File: src/rtl/sync_pkg.sv
// Shared types and helpers for the synchronizer / debounce blocks.
package sync_pkg;

  typedef enum logic {
    DB_STABLE = 1'b0,
    DB_CHECK  = 1'b1
  } db_state_e;

  localparam int DEFAULT_SYNC_STAGES = 2;

  // A qualification length must be at least one sample and must fit in the counter.
  function automatic bit stable_cyc_ok(input int stable_cyc, input int cnt_w);
    return (stable_cyc >= 1) && (stable_cyc <= (1 << cnt_w) - 1);
  endfunction

endpackage

File: src/rtl/sync_chain.sv
// N-flop synchronizer with a synchronous reset value; reusable for any 1-bit crossing.
module sync_chain
  import sync_pkg::*;
#(
  parameter int   N       = DEFAULT_SYNC_STAGES,
  parameter logic RST_VAL = 1'b0
) (
  input  logic clk,
  input  logic rst,
  input  logic i_d,
  output logic o_q
);

  if (N < 2) begin : g_bad_n
    $error("sync_chain: N must be at least 2");
  end

  logic [N-1:0] r_sync;

  // NOTE: sequential state uses non-blocking assignments so every flop samples
  // the pre-edge value of its neighbour; blocking here would collapse the chain.
  always_ff @(posedge clk) begin
    if (rst) begin
      r_sync <= {N{RST_VAL}};
    end else begin
      r_sync <= {r_sync[N-2:0], i_d};
    end
  end

  assign o_q = r_sync[N-1];

endmodule

File: src/rtl/sync_debounce.sv
// Synchronizes a raw asynchronous level and filters it with a tick-throttled
// stability counter; dout only moves after STABLE_CYC consecutive mismatching samples.
module sync_debounce
  import sync_pkg::*;
#(
  parameter int   SYNC_STAGES = DEFAULT_SYNC_STAGES,
  parameter int   CNT_W       = 4,
  parameter int   STABLE_CYC  = 4,
  parameter logic RST_VAL     = 1'b0
) (
  input  logic clk,
  input  logic rst,
  input  logic din,
  input  logic sample_en,
  output logic dout,
  output logic busy
);

  if (!stable_cyc_ok(STABLE_CYC, CNT_W)) begin : g_bad_stable_cyc
    $error("sync_debounce: STABLE_CYC must be in 1..2^CNT_W-1");
  end

  // Count value on which the next mismatching sample completes qualification.
  localparam logic [CNT_W-1:0] LAST_CNT = CNT_W'(STABLE_CYC - 1);

  logic             w_sync_q;
  logic             w_mismatch;
  db_state_e        r_state;
  logic [CNT_W-1:0] r_cnt;
  logic             r_dout;
  logic             r_busy;

  sync_chain #(
    .N       (SYNC_STAGES),
    .RST_VAL (RST_VAL)
  ) u_sync_chain (
    .clk (clk),
    .rst (rst),
    .i_d (din),
    .o_q (w_sync_q)
  );

  assign w_mismatch = w_sync_q ^ r_dout;

  always_ff @(posedge clk) begin
    if (rst) begin
      r_state <= DB_STABLE;
      r_cnt   <= '0;
      r_dout  <= RST_VAL;
      r_busy  <= 1'b0;
    end else if (sample_en) begin
      unique case (r_state)
        DB_STABLE: begin
          if (!w_mismatch) begin
            r_cnt <= '0;
          end else if (STABLE_CYC == 1) begin
            r_dout <= w_sync_q;
          end else begin
            r_state <= DB_CHECK;
            r_cnt   <= CNT_W'(1);
            r_busy  <= 1'b1;
          end
        end
        DB_CHECK: begin
          if (!w_mismatch) begin
            r_state <= DB_STABLE;
            r_cnt   <= '0;
            r_busy  <= 1'b0;
          end else if (r_cnt == LAST_CNT) begin
            r_dout  <= w_sync_q;
            r_state <= DB_STABLE;
            r_cnt   <= '0;
            r_busy  <= 1'b0;
          end else begin
            r_cnt <= r_cnt + 1'b1;
          end
        end
      endcase
    end
  end

  assign dout = r_dout;
  assign busy = r_busy;

  a_cnt_bounded: assert property (@(posedge clk) disable iff (rst) r_cnt <= LAST_CNT);
  a_busy_state:  assert property (@(posedge clk) disable iff (rst) r_busy == (r_state == DB_CHECK));

endmodule

File: config.mk
export PLATFORM = sky130hd
export DESIGN_NAME = sync_debounce
export DESIGN_NICKNAME = d
export VERILOG_FILES = /design/src/rtl/sync_pkg.sv /design/src/rtl/sync_chain.sv /design/src/rtl/sync_debounce.sv
export SDC_FILE = /design/constraint.sdc
export NUM_CORES = 1
export LEC_CHECK = 0
export BUFFER_PORTS_ARGS = -buffer_cell sky130_fd_sc_hd__buf_2
export CAP_MARGIN = 40
export CORE_AREA = 3 3 40 42
export DETAILED_ROUTE_END_ITERATION = 16
export DIE_AREA = 0 0 43 45
export GPL_TIMING_DRIVEN = 0
export PLACE_DENSITY_LB_ADDON = 0.12
export SETUP_SLACK_MARGIN = 0.5
export SLEW_MARGIN = 20
export SYNTH_ARGS = -nofsm -noshare
export SYNTH_HDL_FRONTEND = slang
export SYNTH_SLANG_ARGS = --single-unit
File: constraint.sdc
create_clock -name clk -period 1.55 [get_ports clk]
set_clock_uncertainty 0.05 [all_clocks]
set_input_delay 0.2325 -clock clk [delete_from_list [all_inputs] [get_ports clk]]
set_output_delay 0.2325 -clock clk [all_outputs]
set_load 0.01 [all_outputs]
# After elaboration in Yosys (flattened, before gate mapping)
# Cells that the tools add are included.
[op_classes] add_sub_neg=1 n_eq_ne=3 n_mux=12 n_bitwise=2 reduce_logical=2
[op_table] cell="two-way mux 4 bit" n=2
[op_table] cell="one-hot mux 4 bit (2 select lines)" n=1
[op_table] cell="two-way mux 1 bit" n=7
[op_table] cell="adder 4 x 1 -> 4 bit, second input constant" n=1
[op_table] cell="equality test 4 x 2 -> 1 bit, second input constant" n=1
[op_table] cell="one-hot mux 1 bit (2 select lines)" n=2
[op_table] cell="AND reduction 4 bit" n=1
[op_table] cell="inequality test 3 x 2 -> 1 bit, second input constant" n=1
[op_table] cell="AND reduction 3 bit" n=1
[op_table] cell="inequality test 2 bit, second input constant" n=1
[op_table] cell="inverter 1 bit" n=1
[op_table] cell="bitwise XOR 1 bit" n=1
[totals] reg_bits=9 inputBits=4 output_inout_bits=2 elab_cells=25

# Longest topological paths before layout
# Gate-level depths: netlist of run 1.
[depth] word_depth=4 ltp_mapped=4 ltp_nobuf=4

# Cells and area by module
# From an unflattened synthesis of run 1, not the netlist that was laid out.
[unflattened] cells_unflattened=46 hier_area_um2=436.7
[by_module_without_submodules] mod="sync_debounce" n_inst=1 cells_each=42 area_per_inst_um2=384.1 seq_area_each_um2=140.1
[by_module_without_submodules] mod="sync_chain" n_inst=1 cells_each=4 area_per_inst_um2=52.6 seq_area_each_um2=40.0

# Worst setup path after synthesis of run 1
# Ideal clock, no wire load.
[synth_path] kind="flip-flop to flip-flop" from="reg r_cnt[0]" to="reg r_dout, in the netlist dout" setup_ns=0.122 t_arrival_ns=1.149 required_time_ns=1.378 path_slack_ns=0.228 stages_incl_launch_ff=5 path_buffers=0 synth_period_minus_slack_ns=1.322 path_cell_list="dfxtp_1 -> ha_1 -> or3b_1 -> o31ai_1 -> a21oi_1"
[synth_between] elab_chain_len=2
[synth_rtl] item="start, declared" line_no="sync_debounce.sv:29" rtl="logic [CNT_W-1:0] r_cnt;"
[synth_rtl] item="start signal, assigned" line_no="sync_debounce.sv:75" rtl="r_cnt <= r_cnt + 1'b1;"
[synth_rtl] item="equality test 4 x 2 -> 1 bit" line_no="sync_debounce.sv:69" rtl="end else if (r_cnt == LAST_CNT) begin"
[synth_rtl] item="AND reduction 4 bit (no source line)"
[synth_rtl] item="end signal, assigned" line_no="sync_debounce.sv:57" rtl="r_dout <= w_sync_q;"
[synth_rtl] item="end signal, assigned" line_no="sync_debounce.sv:70" rtl="r_dout <= w_sync_q;"
[synth_rtl] item="end, declared" line_no="sync_debounce.sv:30" rtl="logic r_dout;"
# No other way between the ends.
# A chain may end at the register's enable or synchronous reset.

# Worst setup path after layout of run 1
[layout_path] from="reg r_cnt[0]" to="reg r_state"
[layout_between] elab_chain_len=4
[layout_rtl] item="equality test 4 x 2 -> 1 bit" line_no="sync_debounce.sv:69"
[layout_rtl] item="two-way mux 1 bit" line_no="sync_debounce.sv:69"
[layout_rtl] item="two-way mux 1 bit" line_no="sync_debounce.sv:65" rtl="if (!w_mismatch) begin"
[layout_rtl] item="one-hot mux 1 bit (2 select lines)" line_no="sync_debounce.sv:52" rtl="unique case (r_state)"
[layout_rtl] item="end signal, assigned" line_no="sync_debounce.sv:59" rtl="r_state <= DB_CHECK;"
[layout_rtl] item="end signal, assigned" line_no="sync_debounce.sv:66" rtl="r_state <= DB_STABLE;"
[layout_rtl] item="end signal, assigned" line_no="sync_debounce.sv:71" rtl="r_state <= DB_STABLE;"
[layout_rtl] item="end, declared" line_no="sync_debounce.sv:28" rtl="db_state_e r_state;"
# No other way between the ends.

==> run metrics, run 1 <==
FF+latch count, synth 9; Max Cap Violations 0; final hold violations 0; Die Width 43 um; post-DR vias/cell 5.37; Num CTS Buffers 3; CTS tree built; Final Critical Period 1.32 ns; synth warn 0; routability congestion estimate from global placement 0.704; clock-pin slew on the worst setup and hold paths 0.06 ns; most common cell after layout, fill and taps aside buf_4; root buffer cell clkbuf_4; RSZ-0062 raised after global routing yes; Die Y 45 um; Area growth, synth to finish 52.1%; Routed Antenna Nets 0; GRT Overall Usage 14.2%; H-tree Lvls 1; CP max stage delay 0.40 ns; pre-CTS setup slack 0.175 ns; CP Launch Type flop; pwr dens 673 nW/um2; crit end category flop; Syn Inst Count 50; first-pass GRT wire length 1.94 mm; # rows 13; register area 195 um2; Fillers 112; post-synthesis cell type count 27; PnR worst setup slack 0.234 ns; # setup viols final 0; Hold Slack 0.127 ns; Worst slew margin 83.0%; slowest CP cell or3b_4; Cell Chain, Critical Path ha_4 > or3b_4 > o211ai_1 > a21oi_1; DR WL/cell 13.8 um; Slew Viols, Final 0; sequential share of the synthesized area 39.9%; outcome complete, no violations; largest net degree at the start of global routing 11; antenna cells 0; router iterations before antenna repair 4; maximum vdd ir drop 521 uV; total grt overflow 0; Via Count 440; TNS Setup 0 ns; CP Data Arrival Time 1.42 ns; Crit Path Class flop to flop; Ports 6; Fmax 760 MHz; Tightest Hold Check Type input port to flop; Multi-input gate area 318 um2; Worst Path Required 1.65 ns; Initial Util 35.2%; 1st-iter DRT viols 6; Final HPWL DP 610 um; most frequent cells in the layout buf_4, buf_2, nand2_1, a21oi_1; mean area per synthesized cell 9.03 um2; Leakage 0.271 nW; synthesized area 452 um2; post-synth net total 55; fin crit share 84.9%; Slew @ Worst Pin 0.254 ns; Crit path max-delay family simple AND/OR/NAND/NOR gates; WL final 1.13 mm; CP Buf/Inv Count 0; Final Power 463 uW; drc violations 0; vias in the first global route 428; crit path max fanout 3; insertion delay to the later sink of the worst-skew pair 0.26 ns; antenna violations before repair 0; hold_buf cts 0; clk buf depth 2; die area 1940 um2; layout cells sized above 1 49.3%; fin nets 73; Final Util 53.5%; clock sinks 9; port bufs 3; core area 1280 um2
registers in the layout, indices dropped and copies added, names as in the netlist:
register             flops
r_cnt                    4
u_sync_chain.r_sync      2
busy                     1
dout                     1
r_state                  1
final cells by class:
type / count / area share [%]
sequential: 9 / 28.4
timing repair buffer: 12 / 13.5
inverter: 4 / 2.19
tap: 15 / 2.73
multi-input combinational: 35 / 46.3
buffer: 3 / 3.10
clock buffer: 4 / 3.83
metal layers:
metal | track usage [%] | vias to the layer above | wire length (um)
met3 | 7.17 | 2 | 64
met2 | 23.7 | 9 | 575
li1 | - | 219 | -
met1 | 15.6 | 210 | 480
met5 | 0 | - | 0
met4 | 5.42 | 0 | 10
through the flow:
stage,instance area [um2],instances
after floorplan,494,50
after global placement,528,68
after detailed placement,528,68
after CTS,633,78
after global routing,687,82
final,687,82
cell usage after synthesis:
cell       n  area [um2]
o211ai_1   1        7.51
nor2b_1    3        18.8
nand2_1    4        15.0
inv_2      1        3.75
o311ai_1   1        8.76
o31ai_1    1        7.51
and4b_1    1        10.0
dfxtp_1    9         180
inv_1      3        11.3
and3_1     1        6.26
buf_2      2        10.0
a2111oi_2  1        15.0
ha_1       1        12.5
a31oi_1    1        6.26
nand3_1    3        15.0
a41o_1     1        10.0
xor2_2     1        16.3
nand4b_1   1        8.76
a21oi_1    4        20.0
buf_4      1        7.51
or3_1      1        6.26
a21oi_2    1        8.76
nor3b_1    1        7.51
or3b_1     1        8.76
nand2b_1   1        6.26
o21ai_0    1        5.00
nand4_1    3        18.8
what timing repair did:
action                     CTS  global route
resized for setup            8             3
pin swaps                    8             7
cloned                       1             0
setup buffers                5             4
setup endpoints to repair    9             9
report_power, final:
group | total [mW] | internal [mW] | leakage [nW] | switching, mW
Sequential | 0.236 | 0.232 | 0.0769 | 0.00473
Clock | 0.185 | 0.0994 | 0.0150 | 0.0859
Combinational | 0.0409 | 0.0184 | 0.179 | 0.0225
Total | 0.463 | 0.349 | 0.271 | 0.113
worst register-to-register path, delay by kind of cell (launching register included):
kind	cells	cell delay, ns
simple gates	1	0.40
compound gates	2	0.27
fa+ha+maj	1	0.13
flops	1	0.35
final timing paths:
path	from	endpoint	slack [ns]	depth (start not counted)
worst min register to register	u_sync_chain.r_sync[0]$_SDFF_PP0_	u_sync_chain.r_sync[1]$_SDFF_PP0_	0.38	1
worst max-delay path	r_cnt[0]$_SDFFE_PP0P_	r_state$_SDFFE_PP0P_	0.23	4
worst max register to register	r_cnt[0]$_SDFFE_PP0P_	r_state$_SDFFE_PP0P_	0.23	4
worst min-delay path	din	u_sync_chain.r_sync[0]$_SDFF_PP0_	0.13	2
cells by family (layout without fill, tap and decap cells):
logic type	after synthesis	in the layout	synth area share, %
AND/OR/NAND/NOR	20	20	26.9
AO/OA/AOI/OAI	12	12	19.7
flip-flops	9	9	39.9
buffers and inverters	7	23	7.20
adder cells (fa/ha/maj)	1	1	2.77
XOR/XNOR	1	2	3.60
Power figures use the tool's default switching activity.
==> inputs of run 2 (changes only) <==
==> constraint.sdc (replaced) <==
create_clock -name clk -period 1.2 [get_ports clk]
set_clock_uncertainty 0.05 [all_clocks]
set_input_delay 0.18 -clock clk [delete_from_list [all_inputs] [get_ports clk]]
set_output_delay 0.18 -clock clk [all_outputs]
set_load 0.01 [all_outputs]
==> run 2 against run 1 <==
  * Via count grew 0.91%
  * Register-to-register slack lost 0.37 ns
  * Power grew 28%
  * Non-clock buffer count grew 3
  * Sequential power grew 30%
  * Global-route usage grew 0.17 points
  * Clock power grew 26%
  * Largest cell class unchanged
  * Sequential share of layout area shrank 0.26 points
  * Fmax shrank 1.6%
  * Count of clock-buffer cells in the layout is the same
  * The flow now finishes with violations (negative setup slack)
  * Wire length grew 0.18%
  * First-iteration DRC count grew 83%
==> run metrics, run 2 (synthesized netlist as in run 1, its figures left out) <==
outcome finished, violations left; failing checks negative setup slack; most common cell after layout, fill and taps aside buf_4; TNS Setup -0.319 ns; fin crit share 111%; Fmax 747 MHz; CTS tree built; Leakage 0.278 nW; routability congestion estimate from global placement 0.753; Area growth, synth to finish 51.5%; H-tree Lvls 1; Die Width 43 um; most frequent cells in the layout buf_4, buf_6, nand2_1, a21oi_1, dfxtp_2; Die Y 45 um; Routed Antenna Nets 0; met3 WL 39 um; antenna cells 0; slowest CP cell or3b_4; CP Data Arrival Time 1.43 ns; Tightest Hold Check Type input port to flop; uppermost layer routed met4; # rows 13; drc violations 0; vias in the first global route 439; first-pass GRT wire length 2.02 mm; 1st-iter DRT viols 11; Via Count 444; pwr dens 867 nW/um2; Worst slew margin 81.5%; # setup viols final 3; largest register by flop count r_cnt; registers with the most flip-flops r_cnt (4), u_sync_chain.r_sync (2); RSZ-0062 raised after global routing yes; routed wl met2 578 um; Final HPWL DP 713 um; clock sinks 9; final hold violations 0; Slew Viols, Final 0; die area 1940 um2; total grt overflow 0; port bufs 3; CP Launch Type flop; clock-pin slew on the worst setup and hold paths 0.06 ns; Final Critical Period 1.34 ns; M1 WL 489 um; insertion delay to the later sink of the worst-skew pair 0.26 ns; Ports 6; Cell Chain, Critical Path ha_4 > or3b_4 > o31ai_2 > a21oi_1; maximum vdd ir drop 506 uV; router iterations before antenna repair 6; root buffer cell clkbuf_4; DR WL/cell 13.5 um; fin nets 75; crit end category flop; layout cells sized above 1 50.7%; PnR worst setup slack -0.138 ns; crit path max fanout 3; largest net degree at the start of global routing 11; Initial Util 35.2%; WL final 1.13 mm; Final Util 53.3%; post-DR vias/cell 5.29; Num CTS Buffers 3; Crit Path Class flop to flop; Slew @ Worst Pin 0.278 ns; core area 1280 um2; Worst Path Required 1.30 ns; clk buf depth 2; antenna violations before repair 0; GRT Overall Usage 14.4%; CP max stage delay 0.39 ns; Largest register FFs 4; Hold Slack 0.105 ns; Max Cap Violations 0
## run 2: critical path: cells and delay by family (launching register included)
family / cells / cell delay, ns
AO/OA/AOI/OAI: 2 / 0.30
adder cells (fa/ha/maj): 1 / 0.14
flip-flops: 1 / 0.35
AND/OR/NAND/NOR: 1 / 0.39
## run 2: routing by layer
metal,global-route usage [%],vias to the layer above
met5,0,-
met1,16.6,208
met4,9.04,0
li1,-,221
met2,24.9,11
met3,2.39,4
## run 2: path summary, 6_finish.rpt
| check | startpoint | end | slack [ns] | depth (start not counted) |
|---|---|---|---|---|
| hold / removal | din | u_sync_chain.r_sync[0]$_SDFF_PP0_ | 0.10 | 2 |
| setup reg to reg | r_cnt[0]$_SDFFE_PP0P_ | dout$_SDFFE_PP0P_ | -0.14 | 4 |
| setup / recovery | r_cnt[0]$_SDFFE_PP0P_ | dout$_SDFFE_PP0P_ | -0.14 | 4 |
| hold reg to reg | u_sync_chain.r_sync[0]$_SDFF_PP0_ | u_sync_chain.r_sync[1]$_SDFF_PP0_ | 0.40 | 1 |
## run 2: final cells by class
class | count | area (um2)
fillers | 111 | 601
multi-input cells | 34 | 282
flip-flops and latches | 9 | 193
repair buffers | 15 | 133
clock buffers | 4 | 26.3
well taps | 15 | 18.8
plain buffers | 3 | 17.5
inverters | 4 | 15.0
## run 2: power by group
group / leakage [nW] / switching [mW] / internal (mW)
logic: 0.186 / 0.0294 / 0.0247
registers: 0.0766 / 0.00472 / 0.301
clock network: 0.0150 / 0.106 / 0.128
total: 0.278 / 0.140 / 0.454
## run 2: stage by stage
step / setup slack (ns) / cells / power [mW] / instance area (um2)
after floorplan: -0.119 / 50 / 0.345 / 490
after global placement: -0.181 / 68 / 0.354 / 524
after detailed placement: -0.214 / 68 / 0.357 / 524
after CTS: -0.113 / 82 / 0.599 / 666
after global routing: -0.180 / 84 / 0.633 / 684
final: -0.138 / 84 / 0.594 / 684
## run 2: repair_timing
action	4_1_cts	5_1_grt
setup buffers	10	2
setup endpoints to repair	9	9
gates resized for setup	11	1
gates cloned	0	0
hold buffers	0	0
pin swaps	7	2
